[config.mk]
export PLATFORM = sky130hd
export DESIGN_NAME = uart_rx
export DESIGN_NICKNAME = d
export VERILOG_FILES = /design/src/rtl/uart_pkg.sv /design/src/rtl/sync_2ff.sv /design/src/rtl/uart_rx.sv
export SDC_FILE = /design/constraint.sdc
export NUM_CORES = 1
export LEC_CHECK = 0
export ABC_AREA = 1
export CORE_MARGIN = 8
export CORE_UTILIZATION = 40
export DETAILED_ROUTE_END_ITERATION = 16
export PLACE_DENSITY = 0.71
export SYNTH_ARGS = -nofsm -noshare
export SYNTH_HDL_FRONTEND = slang
export SYNTH_SLANG_ARGS = --single-unit
[constraint.sdc]
create_clock -name i_clock -period 1.6 [get_ports i_clock]
set_clock_uncertainty 0.15 [all_clocks]
set_input_delay 0.16 -clock i_clock [delete_from_list [all_inputs] [get_ports i_clock]]
set_output_delay 0.16 -clock i_clock [all_outputs]
set_load 0.01 [all_outputs]
[src/rtl/uart_pkg.sv]
// Shared UART definitions: one-hot receiver states and default oversampling ratio.
// Constants only; no latency, no backpressure.
package uart_pkg;

    localparam int N_TICKS_DEFAULT = 16;
    localparam int NB_STATE        = 4;

    // One-hot so that any multi-hot or zero pattern falls into the recovery branch.
    typedef enum logic [NB_STATE-1:0] {
        IDLE  = 4'b0001,
        START = 4'b0010,
        RECV  = 4'b0100,
        STOP  = 4'b1000
    } state_t;

endpackage

[src/rtl/sync_2ff.sv]
// Generic two-flop synchroniser for asynchronous inputs, per-bit reset value.
// Latency: 2 clocks; no backpressure.
module sync_2ff #(
    parameter int                 WIDTH   = 1,
    parameter logic [WIDTH-1:0]   RST_VAL = '1
) (
    input  logic             i_clock,
    input  logic             i_reset,
    input  logic [WIDTH-1:0] i_d,
    output logic [WIDTH-1:0] o_q
);

    logic [WIDTH-1:0] r_meta;
    logic [WIDTH-1:0] r_sync;

    always_ff @(posedge i_clock or posedge i_reset) begin
        if (i_reset) begin
            r_meta <= RST_VAL;
            r_sync <= RST_VAL;
        end else begin
            r_meta <= i_d;
            r_sync <= r_meta;
        end
    end

    assign o_q = r_sync;

endmodule

[src/rtl/uart_rx.sv]
// UART receiver: oversampled start/data/stop detection, byte out with one-clock valid or frame-error strobe.
// Latency: 2-clock input sync, strobe one clock after the mid-stop sample; no backpressure, o_data held until the next good frame.
module uart_rx
    import uart_pkg::*;
#(
    parameter int NB_DATA         = 8,
    parameter int NB_STOP         = 1,
    parameter int N_TICKS         = N_TICKS_DEFAULT,
    parameter int NB_TICK_COUNTER = $clog2(NB_STOP*N_TICKS),
    parameter int NB_DATA_COUNTER = $clog2(NB_DATA)
) (
    input  logic               i_clock,
    input  logic               i_reset,
    input  logic               i_tick,
    input  logic               i_rx,
    output logic [NB_DATA-1:0] o_data,
    output logic               o_valid,
    output logic               o_frame_error
);

    localparam logic [NB_TICK_COUNTER-1:0] C_TICK_ONE  = NB_TICK_COUNTER'(1);
    localparam logic [NB_TICK_COUNTER-1:0] C_TICK_MID  = NB_TICK_COUNTER'(N_TICKS/2 - 1);
    localparam logic [NB_TICK_COUNTER-1:0] C_TICK_BIT  = NB_TICK_COUNTER'(N_TICKS - 1);
    localparam logic [NB_TICK_COUNTER-1:0] C_TICK_STOP = NB_TICK_COUNTER'(NB_STOP*N_TICKS - 1);
    localparam logic [NB_DATA_COUNTER-1:0] C_BIT_ONE   = NB_DATA_COUNTER'(1);
    localparam logic [NB_DATA_COUNTER-1:0] C_BIT_LAST  = NB_DATA_COUNTER'(NB_DATA - 1);

    logic                       w_rx_s;

    state_t                     r_state;
    logic [NB_TICK_COUNTER-1:0] r_tick_cnt;
    logic [NB_DATA_COUNTER-1:0] r_bit_cnt;
    logic [NB_DATA-1:0]         r_shift;
    logic [NB_DATA-1:0]         r_data;
    logic                       r_valid;
    logic                       r_frame_error;

    state_t                     w_state_next;
    logic [NB_TICK_COUNTER-1:0] w_tick_next;
    logic [NB_DATA_COUNTER-1:0] w_bit_next;
    logic [NB_DATA-1:0]         w_shift_next;
    logic [NB_DATA-1:0]         w_data_next;
    logic                       w_valid_next;
    logic                       w_frame_error_next;

    // Idle-high line: reset the synchroniser to 1 so reset release never looks like a start bit.
    sync_2ff #(
        .WIDTH   (1),
        .RST_VAL (1'b1)
    ) u_sync_rx (
        .i_clock (i_clock),
        .i_reset (i_reset),
        .i_d     (i_rx),
        .o_q     (w_rx_s)
    );

    always_ff @(posedge i_clock or posedge i_reset) begin
        if (i_reset) begin
            r_state       <= IDLE;
            r_tick_cnt    <= '0;
            r_bit_cnt     <= '0;
            r_shift       <= '0;
            r_data        <= '0;
            r_valid       <= 1'b0;
            r_frame_error <= 1'b0;
        end else begin
            r_state       <= w_state_next;
            r_tick_cnt    <= w_tick_next;
            r_bit_cnt     <= w_bit_next;
            r_shift       <= w_shift_next;
            r_data        <= w_data_next;
            r_valid       <= w_valid_next;
            r_frame_error <= w_frame_error_next;
        end
    end

    always_comb begin
        w_state_next       = r_state;
        w_tick_next        = r_tick_cnt;
        w_bit_next         = r_bit_cnt;
        w_shift_next       = r_shift;
        w_data_next        = r_data;
        w_valid_next       = 1'b0;
        w_frame_error_next = 1'b0;

        case (r_state)
            IDLE: begin
                if (!w_rx_s) begin
                    w_state_next = START;
                    w_tick_next  = '0;
                end
            end

            START: begin
                if (i_tick) begin
                    if (r_tick_cnt == C_TICK_MID) begin
                        w_tick_next = '0;
                        if (!w_rx_s) begin
                            w_state_next = RECV;
                            w_bit_next   = '0;
                        end else begin
                            w_state_next = IDLE;
                        end
                    end else begin
                        w_tick_next = r_tick_cnt + C_TICK_ONE;
                    end
                end
            end

            RECV: begin
                if (i_tick) begin
                    if (r_tick_cnt == C_TICK_BIT) begin
                        w_tick_next  = '0;
                        w_shift_next = {w_rx_s, r_shift[NB_DATA-1:1]};
                        if (r_bit_cnt == C_BIT_LAST) begin
                            w_state_next = STOP;
                        end else begin
                            w_bit_next = r_bit_cnt + C_BIT_ONE;
                        end
                    end else begin
                        w_tick_next = r_tick_cnt + C_TICK_ONE;
                    end
                end
            end

            // Leaving at mid last-stop lets a back-to-back start edge be caught in IDLE.
            STOP: begin
                if (i_tick) begin
                    if (r_tick_cnt == C_TICK_STOP) begin
                        w_state_next = IDLE;
                        w_tick_next  = '0;
                        if (w_rx_s) begin
                            w_data_next  = r_shift;
                            w_valid_next = 1'b1;
                        end else begin
                            w_frame_error_next = 1'b1;
                        end
                    end else begin
                        w_tick_next = r_tick_cnt + C_TICK_ONE;
                    end
                end
            end

            default: begin
                w_state_next = IDLE;
                w_tick_next  = '0;
                w_bit_next   = '0;
            end
        endcase
    end

    assign o_data        = r_data;
    assign o_valid       = r_valid;
    assign o_frame_error = r_frame_error;

endmodule

==> reports/metrics.cfg <==
[pwr]
power_mw=3.07
power_density_mw_per_mm2=1410
leakage_nw=1.10
ir_drop_mv=0.669

[timing]
period_needed_ps=1610
fin_crit_sh_pct=101
hold_viol_final=0
setup_slack_ps=-10.9
maxSlewViolCount=0
fmax_ghz=0.621
relSlewSlack_pct=83.5
finalSetupViolCount=4
rsz0062_at_grt=true
worst_pin_slew_ps=246

[clock_network]
cts-htree-levels=2
cts_buffers=5
clk_path_buf_depth=2
root_buffer=clkbuf_8
cts_sinks=31
clk_pin_slew_ps=70
ctsHoldBuffers=0
cts_tree=done
clkLatencyLatePin_ps=290

[synthesis]
synth_edf_count=0
ys_top_cells_by_area=dfrtp_1 (46%), nand2_1 (14%), inv_1 (6.4%)
ys.flop_type=dfrtp_1
synth_seq_cells=31
ys_seq_area_share_pct=51.1
synth_area_mm2=0.00153
synth.avg_cell_area_um2=8.03
syn-num-nets=197
yosysTopAreaCellShare_pct=45.9
yosys_warnings=0
synth.largest_area_cell=dfrtp_1
synth.top_cells.by_count=nand2_1 (56), dfrtp_1 (28), inv_1 (26)
ys_types=23
yosysMostFrequentCell=nand2_1
synthArstFlopShare_pct=100
syn-instance-count=190

[setup_path]
criticalPathCategory=reg2reg
timing.rr.start=r_tick_cnt[1]
worstPathRequired_ps=1630
critPathCaptureType=flip-flop
arrival_ps=1640
cp-startpoint=r_tick_cnt[1]
crit_fanout=8
start_kind=flip-flop

[global_route]
globalRouteTotalUtil_pct=11.8
grt.overflow.total=0
grt_pass1_wl_um=5790
antenna_found_initial=0
grt_pass1_vias=1257
grt_max_degree=32

[detailed_routing]
drt_iter0_drc=75
drc=0
dr.pass1.iters=4
drt_wl_total_um=3480
vias_per_cell=4.68
wl_per_cell_um=12.5
ant_nets=0
vias=1306

[finish]
final-instance-count-excl-fill=279
drive_gt1_share_pct=33.8
final_nets=237
syn_to_final_growth_pct=43.3
antenna_cells=0

[die]
rows=22
ios=14
coreArea_mm2=0.00366
dieArea_mm2=0.00605
die_w_um=77.8
start_util_pct=41.7
die_height_um=77.8

[flow_run]
maxCapViolCount=0

[placement]
place.gp.congestion=0.920
pre_cts_ws_ps=-30.3
hpwlAfterDp_um=2230
io_buffers=13
dp_cells=264

[hold_path]
hold_class=in2async

[outcome]
violations=setup timing
status=finished, violations left

-- critical path, stage by stage, from the launching register on --
cell and delay (ps):
dfrtp_1 400, ha_4 170, nand2_2 50, inv_2 90
nand3_4 90, nor3_4 270, clkbuf_16 210, o21ai_0 70
-- report_power, final --
| part | internal, mW | switching [mW] | total, mW |
|---|---|---|---|
| combinational | 0.538 | 0.730 | 1.27 |
| sequential | 0.877 | 0.115 | 0.991 |
| clock | 0.504 | 0.311 | 0.815 |
| total | 1.92 | 1.16 | 3.07 |
-- flip-flops by register name (all words and copies together) (netlist names) --
signal            count
o_frame_error         1
o_data                8
r_state               4
r_shift               8
r_tick_cnt            4
o_valid               1
r_bit_cnt             3
u_sync_rx.r_meta      1
u_sync_rx.o_q         1
-- logic make-up after synthesis --
group           after synthesis  share of synthesized area (%)
fa+ha+maj                     3                           2.46
buf+inv                      29                           7.71
compound gates               20                           7.47
flops                        31                           51.1
xor+xnor                      1                          0.574
simple gates                106                           30.7
-- per-stage QoR --
stage               area [um2]  hold slack [ps]  setup TNS (ps)  utilization [%]
floorplan                 1530             14.5               0                -
global placement          1850              196           -64.7             50.5
detailed placement        1850              197           -81.3             50.5
CTS                       1970             55.2               0             53.9
global route              2190             92.4            -889             59.7
finish                    2190             55.5           -19.8             59.7
-- layout by cell type (no fill, tap or decap), types with 3 or more instances in the layout --
| master | count |
|---|---|
| nand2_1 | 46 |
| dfrtp_1 | 25 |
| inv_1 | 22 |
| buf_4 | 16 |
| nand3_1 | 15 |
| nor2_1 | 13 |
| clkdlybuf4s50_1 | 13 |
| nand2_2 | 11 |
| o21ai_1 | 10 |
| nor2_4 | 6 |
| clkbuf_8 | 6 |
| nor2_2 | 5 |
| o21ai_2 | 5 |
| inv_2 | 4 |
| a21oi_1 | 3 |
| buf_12 | 3 |
| dfstp_2 | 3 |
| dfrtp_2 | 3 |
-- area by class of cell --
class,count,area [um2]
Sequential cell,31,783
Clock buffer,6,82.6
Inverter,27,104
Tap cell,48,60.1
Multi-Input combinational cell,130,763
Timing Repair Buffer,35,358
Clock inverter,2,35.0
Fill cell,308,1480
-- metal layers --
layer	vias up	wire length [um]	track usage (%)
met2	31	1590	17.3
met5	-	0	0
met1	589	1650	14.7
met4	0	91	7.36
met3	11	154	3.80
li1	675	-	-
-- repair_timing --
action / in CTS / in global routing
cloned: 0 / 1
resized for setup: 2 / 51
pin swaps: 1 / 14
setup endpoints to repair: 3 / 25
buffers inserted: 0 / 6
-- worst paths after layout --
| kind | endpoint | slack (ps) | cells after the start |
|---|---|---|---|
| setup / recovery | o_data[1] | -10 | 7 |
| hold / removal | r_shift[1] | 60 | 3 |
| setup reg to reg | o_data[1] | -10 | 7 |
| hold reg to reg | u_sync_rx.o_q | 210 | 0 |
| max in group asynchronous | u_sync_rx.o_q | 1000 | 3 |
| min in group i_clock | u_sync_rx.r_meta | 120 | 1 |
No activity file was read; power rests on OpenSTA's default activity.
